File: config.mk
export PLATFORM = sky130hd
export DESIGN_NAME = imem_loader
export DESIGN_NICKNAME = d
export VERILOG_FILES = /design/src/rtl/imem_loader.sv
export SDC_FILE = /design/constraint.sdc
export NUM_CORES = 1
export LEC_CHECK = 0
export CORE_ASPECT_RATIO = 0.75
export CORE_UTILIZATION = 39
export DETAILED_ROUTE_END_ITERATION = 8
export PLACE_DENSITY = 0.63
export SLEW_MARGIN = 20
export SYNTH_ARGS = -nofsm -noshare
export SYNTH_HDL_FRONTEND = slang
export SYNTH_SLANG_ARGS = --single-unit
File: constraint.sdc
create_clock -name clk -period 5.08 [get_ports clk]
set_input_delay 1.016 -clock clk [delete_from_list [all_inputs] [get_ports clk]]
set_output_delay 1.016 -clock clk [all_outputs]
set_load 0.02 [all_outputs]
File: src/rtl/imem_loader.sv
// Boot loader: parses a byte stream (length, N words, checksum) into instruction memory, then releases the CPU.
// Latency: each memory write is issued one cycle after its data-byte transfer; cpu_run rises one cycle after the checksum transfer.
// Backpressure: in_ready is a pure function of state (high in LEN/DATA/CSUM); offered bytes in other states are neither consumed nor written.
//
// Ports:
//   clk, rst_n                 clock and asynchronous active-low reset
//   in_data/in_valid/in_ready  stream byte handshake
//   restart                    reload request, honoured only in DONE or ERR
//   imem_we/imem_addr/imem_wdata  sequential instruction-memory write port
//   busy, cpu_run, load_err    status: loading, image good, image bad
module imem_loader #(
  parameter int ADDR_W   = 8,
  parameter int DATA_W   = 8,   // must be >= ADDR_W: the length field is taken from in_data
  parameter int CHECK_EN = 1
) (
  input  logic              clk,
  input  logic              rst_n,
  input  logic [DATA_W-1:0] in_data,
  input  logic              in_valid,
  output logic              in_ready,
  input  logic              restart,
  output logic              imem_we,
  output logic [ADDR_W-1:0] imem_addr,
  output logic [DATA_W-1:0] imem_wdata,
  output logic              busy,
  output logic              cpu_run,
  output logic              load_err
);

  localparam logic [2:0] S_IDLE = 3'd0;
  localparam logic [2:0] S_LEN  = 3'd1;
  localparam logic [2:0] S_DATA = 3'd2;
  localparam logic [2:0] S_CSUM = 3'd3;
  localparam logic [2:0] S_DONE = 3'd4;
  localparam logic [2:0] S_ERR  = 3'd5;

  localparam logic [ADDR_W-1:0] ONE_A = {{(ADDR_W-1){1'b0}}, 1'b1};

  logic [2:0]        state;
  logic [ADDR_W-1:0] count;
  logic [ADDR_W-1:0] last_idx;  // index of the final word; length 0 gives all-ones (2^ADDR_W words)
  logic [DATA_W-1:0] sum;
  logic              xfer;

  assign in_ready = (state == S_LEN) || (state == S_DATA) || (state == S_CSUM);
  assign busy     = in_ready;
  assign cpu_run  = (state == S_DONE);
  assign load_err = (state == S_ERR);
  assign xfer     = in_valid && in_ready;

  always_ff @(posedge clk or negedge rst_n) begin
    if (!rst_n) begin
      state      <= S_IDLE;
      count      <= '0;
      last_idx   <= '0;
      sum        <= '0;
      imem_we    <= 1'b0;
      imem_addr  <= '0;
      imem_wdata <= '0;
    end else begin
      // Write strobe is a single-cycle pulse; address/data hold between writes.
      imem_we <= 1'b0;
      case (state)
        S_IDLE: state <= S_LEN;
        S_LEN: begin
          if (xfer) begin
            last_idx <= in_data[ADDR_W-1:0] - ONE_A;
            count    <= '0;
            sum      <= '0;
            state    <= S_DATA;
          end
        end
        S_DATA: begin
          if (xfer) begin
            imem_we    <= 1'b1;
            imem_addr  <= count;
            imem_wdata <= in_data;
            count      <= count + ONE_A;  // wraps to 0 after a full-size image
            sum        <= sum + in_data;
            if (count == last_idx) state <= S_CSUM;
          end
        end
        S_CSUM: begin
          if (xfer) begin
            if ((CHECK_EN == 0) || (in_data == sum)) state <= S_DONE;
            else                                     state <= S_ERR;
          end
        end
        S_DONE, S_ERR: begin
          if (restart) state <= S_LEN;
        end
        default: state <= S_IDLE;
      endcase
    end
  end

endmodule

After elaboration in Yosys (flattened, before gate mapping). Cells that the tools add are included.

Bits in registers: 44. Input port bits: 12. Output and inout port bits: 21.

$add $sub $neg: 3. Equal/unequal tests: 12. Mux-type cells: 14. Reductions and logical operators: 10.

Operators with widths (count): $pmux 8 s2 (2); $mux 8 (3); $eq 8x8->1 (2); $mux 3 (5); $pmux 3 s5 (1); $add 8x1->8 const B (1); $add 8x8->8 (1); $ne 2x2->1 const B (4); $sub 8x1->8 const B (1); $eq 3x2->1 const B (2); $eq 3x3->1 const B (2); $reduce_and 5->1 (1); $reduce_and 2->1 (2); $eq 3x1->1 const B (1); $logic_not 3->1 (1); $mux 1 (3); $reduce_and 3->1 (1); $logic_or 1x1->1 (2); $ne 2x1->1 const B (1); $reduce_bool 2->1 (1); $reduce_or 2->1 (1); $logic_and 1x1->1 (1).

Depth between registers and ports, before layout.
Word-level depth: 6. Depth in mapped cells: 9.

Worst setup path after synthesis. Ideal clock, no wire load.

Path type: input to register. Start point: input port in_data[0]. End point: register sum[6]. Library setup time: 0.135 ns. Arrival time: 2.259 ns. Data required time: 4.945 ns. Path slack: 2.686 ns. Stages on the path: 7. Path through: ha_1 fa_1 a21oi_1 o21ai_0 a21oi_1 xor2_1 o21ai_0.

Cells in the longest elaborated chain, start to end: 3.

RTL lines: from (decl) (RTL line 18) `input logic [DATA_W-1:0] in_data,`; $add 8x8->8 (RTL line 79) `sum <= sum + in_data;`; $mux 8 (RTL line 74) `if (xfer) begin`; $pmux 8 s2 (RTL line 63) `case (state)`; to (signal assigned) (RTL line 79); to (decl) (RTL line 42) `logic [DATA_W-1:0] sum;`.

No other way between the ends. The select of a mux whose other input is x is not followed. A chain may end at the register's enable or synchronous reset.

Final worst setup path.
Start point: register state[1]. End point: output port load_err.

Cells in the longest elaborated chain, start to end: 1.

RTL lines: from (decl) (RTL line 39) `logic [2:0] state;`; from (signal assigned) (RTL line 53) `state <= S_IDLE;`; from (signal assigned) (RTL line 64) `S_IDLE: state <= S_LEN;`; from (signal assigned) (RTL line 70) `state <= S_DATA;`; $eq 3x3->1 (RTL line 48) `assign load_err = (state == S_ERR);`; to (decl) (RTL line 27) `output logic load_err`.

No other way between the ends.

==> summary.md <==
| Metric | Value |
|---|---|
| Status | complete, no violations |
| Vias | 1,834 |
| Post-synth EDFFs | 0 |
| Cell with the most instances after synthesis | nand2_1 |
| Drt pass-1 iters | 4 |
| Hold Path End | imem_addr[7] |
| Async set-or-reset flop fraction in the synthesized netlist | 100.0% |
| Final Cell Area | 2773 µm² |
| Layout area overhead | 18.12% |
| Critical Path Source Type | flip-flop |
| FF-to-FF setup slack | 3110 ps |
| Post-Syn Area | 2347 µm² |
| Routed Antenna Nets | 0 |
| Clk_lat worst skew | 300 ps |
| PwrDens | 494.8 nW/µm² |
| Post-DR vias/cell | 5.094 |
| Placed cell areas | 2678 µm² |
| DRC marker count from the first detailed-route iteration | 116 |
| Final setup fails | 0 |
| Post-CTS setup buffer count | 0 |
| Crit path max fanout | 9 |
| H-tree depth | 2 |
| Fraction of layout cells with a size suffix above 1 | 4.965% |
| Crit path kind | flip-flop to output pin |
| FMAX | 349.8 MHz |
| Final Cycle Share | 56.27% |
| Largest net degree at the start of global routing | 45 |
| RSZ-0062 raised after global routing | false |
| Hold path cells | 2 |
| Final Hold Fails | 0 |
| Post-synthesis register bit count | 44 |
| CTS max path bufs | 2 |
| Core Footprint | 5796 µm² |
| Total grt overflow | 0 |
| Peak supply drop | 0.0001925 V |
| Die width | 91.58 µm |
| Slew @ Worst Pin | 565.0 ps |
| Max-slew violations | 0 |
| Area contributors post-synth | dfrtp_1 (47%), nand2_1 (10%), o21ai_0 (4.9%), ha_1 (4.8%), xor2_1 (4.1%) |
| Total Routing Usage GR | 18.10% |
| GPL Wtd Cong | 0.8548 |
| Post_cts resized | 0 |
| Final cell count without fillers | 360 |
| Die Span Y | 69.19 µm |
| Final wirelength | 5095 µm |
| Vias in the first global route | 1,768 |
| IO Count | 33 |
| Cell depth of the worst flop-to-flop path | 7 |
| Leakage Power | 1.297 nW |
| Setup_tns | 0 ps |
| Clk root buf | clkbuf_8 |
| Hold path start | imem_addr[7] |
| Worst setup EP type | output pin |
| Worst reg2reg path startpoint | state[2] |
| Number of max-cap violations | 0 |
| CTS tree | yes |
| Commonest cells in the netlist | nand2_1 (63), dfrtp_1 (44), o21ai_0 (23) |
| Synth Warn # | 0 |
| Detail Placement HPWL | 3510 µm |
| Drc violations | 0 |
| Seq/Total Area, Yosys | 46.91% |
| Initial antenna violation count | 0 |
| CP startpoint | state[1] |
| First-pass GRT wire length | 8887 µm |
| Nets | 303 |
| Hold crit path type | flip-flop to flip-flop |
| Area leader, netlist | dfrtp_1 |
| WL/cell | 14.15 µm |
| DP Cell Count | 352 |
| Crit path DAT | 1840 ps |
| Critical R2R Capture | count[2] |
| Synthesized instance count | 254 |
| CTS Buf Count | 5 |
| Reg clk slew, reported paths | 90 ps |
| Critical Path RT | 4060 ps |
| Slew HR | 61.85% |
| Post-Syn Nets | 276 |
| Top-area cell type share of the netlist area | 46.91% |
| PortBufs | 32 |
| Die ar. | 6336 µm² |
| Min cycle time layout | 2858 ps |
| Ys flop type | dfrtp_1 |
| FP Rows | 24 |
| Initial core utilization | 40.50% |
| Antenna fix cells | 0 |
| Skew final | 9.986 ps |
| Syn Area/Cell | 9.241 µm² |
| CTS Hold Buffers Added | 0 |
| Yosys cell types | 44 |
| Clock sinks | 44 |
worst max-delay path: stages, from the launching register on:
cell and delay [ps]:
dfrtp_1 530, inv_1 230, and3_1 180, clkdlybuf4s50_1 600
where the power goes:
group / internal [mW] / leakage [nW] / switching, mW / total, mW
sequential: 0.458 / 0.576 / 0.103 / 0.561
clock: 0.109 / 0.0510 / 0.123 / 0.232
combinational: 0.258 / 0.670 / 0.321 / 0.579
total: 0.824 / 1.30 / 0.547 / 1.37
kinds of logic (layout without fill, tap and decap cells):
group / Yosys count / count (layout) / synth area share (%)
AOI/OAI and AO/OA: 54 / 54 / 14.18
DFF: 44 / 44 / 46.91
adders and majority gates: 10 / 10 / 5.650
xor gates and xnor gates: 19 / 19 / 7.090
buffers and inverters: 19 / 47 / 5.010
and+or+nand+nor: 108 / 108 / 21.16
metal layers:
metal	wire length, µm	track usage (%)	vias up
met1	2589	27.28	866
met4	58	6.349	0
met2	2146	25.31	43
met3	300	4.057	5
met5	0	0	-
li1	-	-	920
flip-flops by register name, indices dropped and copies added, names as in the netlist:
signal	count
count	8
imem_addr	8
imem_wdata	8
last_idx	8
sum	8
state	3
imem_we	1
placed cells by master, fill, tap and decap left out, types with 2 or more instances in the layout:
cell             instances
a211oi_1                 2
a21oi_1                  8
a22o_1                   4
a31oi_1                  2
and2_1                   2
and3_1                   2
buf_4                    2
clkbuf_8                 6
clkdlybuf4s50_1         31
clkinv_2                 2
dfrtp_1                 44
ha_1                     9
inv_1                    5
nand2_1                 63
nand2b_1                 5
nand3_1                  4
nand4_1                  3
nor2_1                  14
nor3_1                   4
nor4_1                   4
o21ai_0                 23
o21ai_1                  3
o31ai_1                  3
xnor2_1                  8
xor2_1                  11
worst max path at each step:
stage / end / slack, ps / depth (start not counted)
2_1_floorplan: sum[6] / 2690 / 7
3_3_place_gp: sum[6] / 2080 / 8
3_5_place_dp: sum[7] / 2030 / 7
4_1_cts: load_err / 2220 / 3
5_1_grt: sum[7] / 2170 / 7
6_report: load_err / 2220 / 3
final cells by class:
type,instances,area (µm²)
multi-input cells,191,1129
well taps,78,97.59
inverters,6,27.53
repair buffers,33,325.3
clock inverters,2,10.01
flip-flops and latches,44,1101
clock buffers,6,82.58
fillers,560,3023
metrics by stage:
stage	hold slack [ps]	util, %	total power, mW	worst slack, ps
6_report	478.6	47.84	1.372	2222
5_1_grt	509.5	47.84	1.482	2166
4_1_cts	485.9	47.80	1.386	2222
3_5_place_dp	461.8	46.20	1.147	2027
3_3_place_gp	461.3	46.20	1.139	2083
2_1_floorplan	452.6	-	0.9659	2686
No activity file was read; power rests on OpenSTA's default activity.
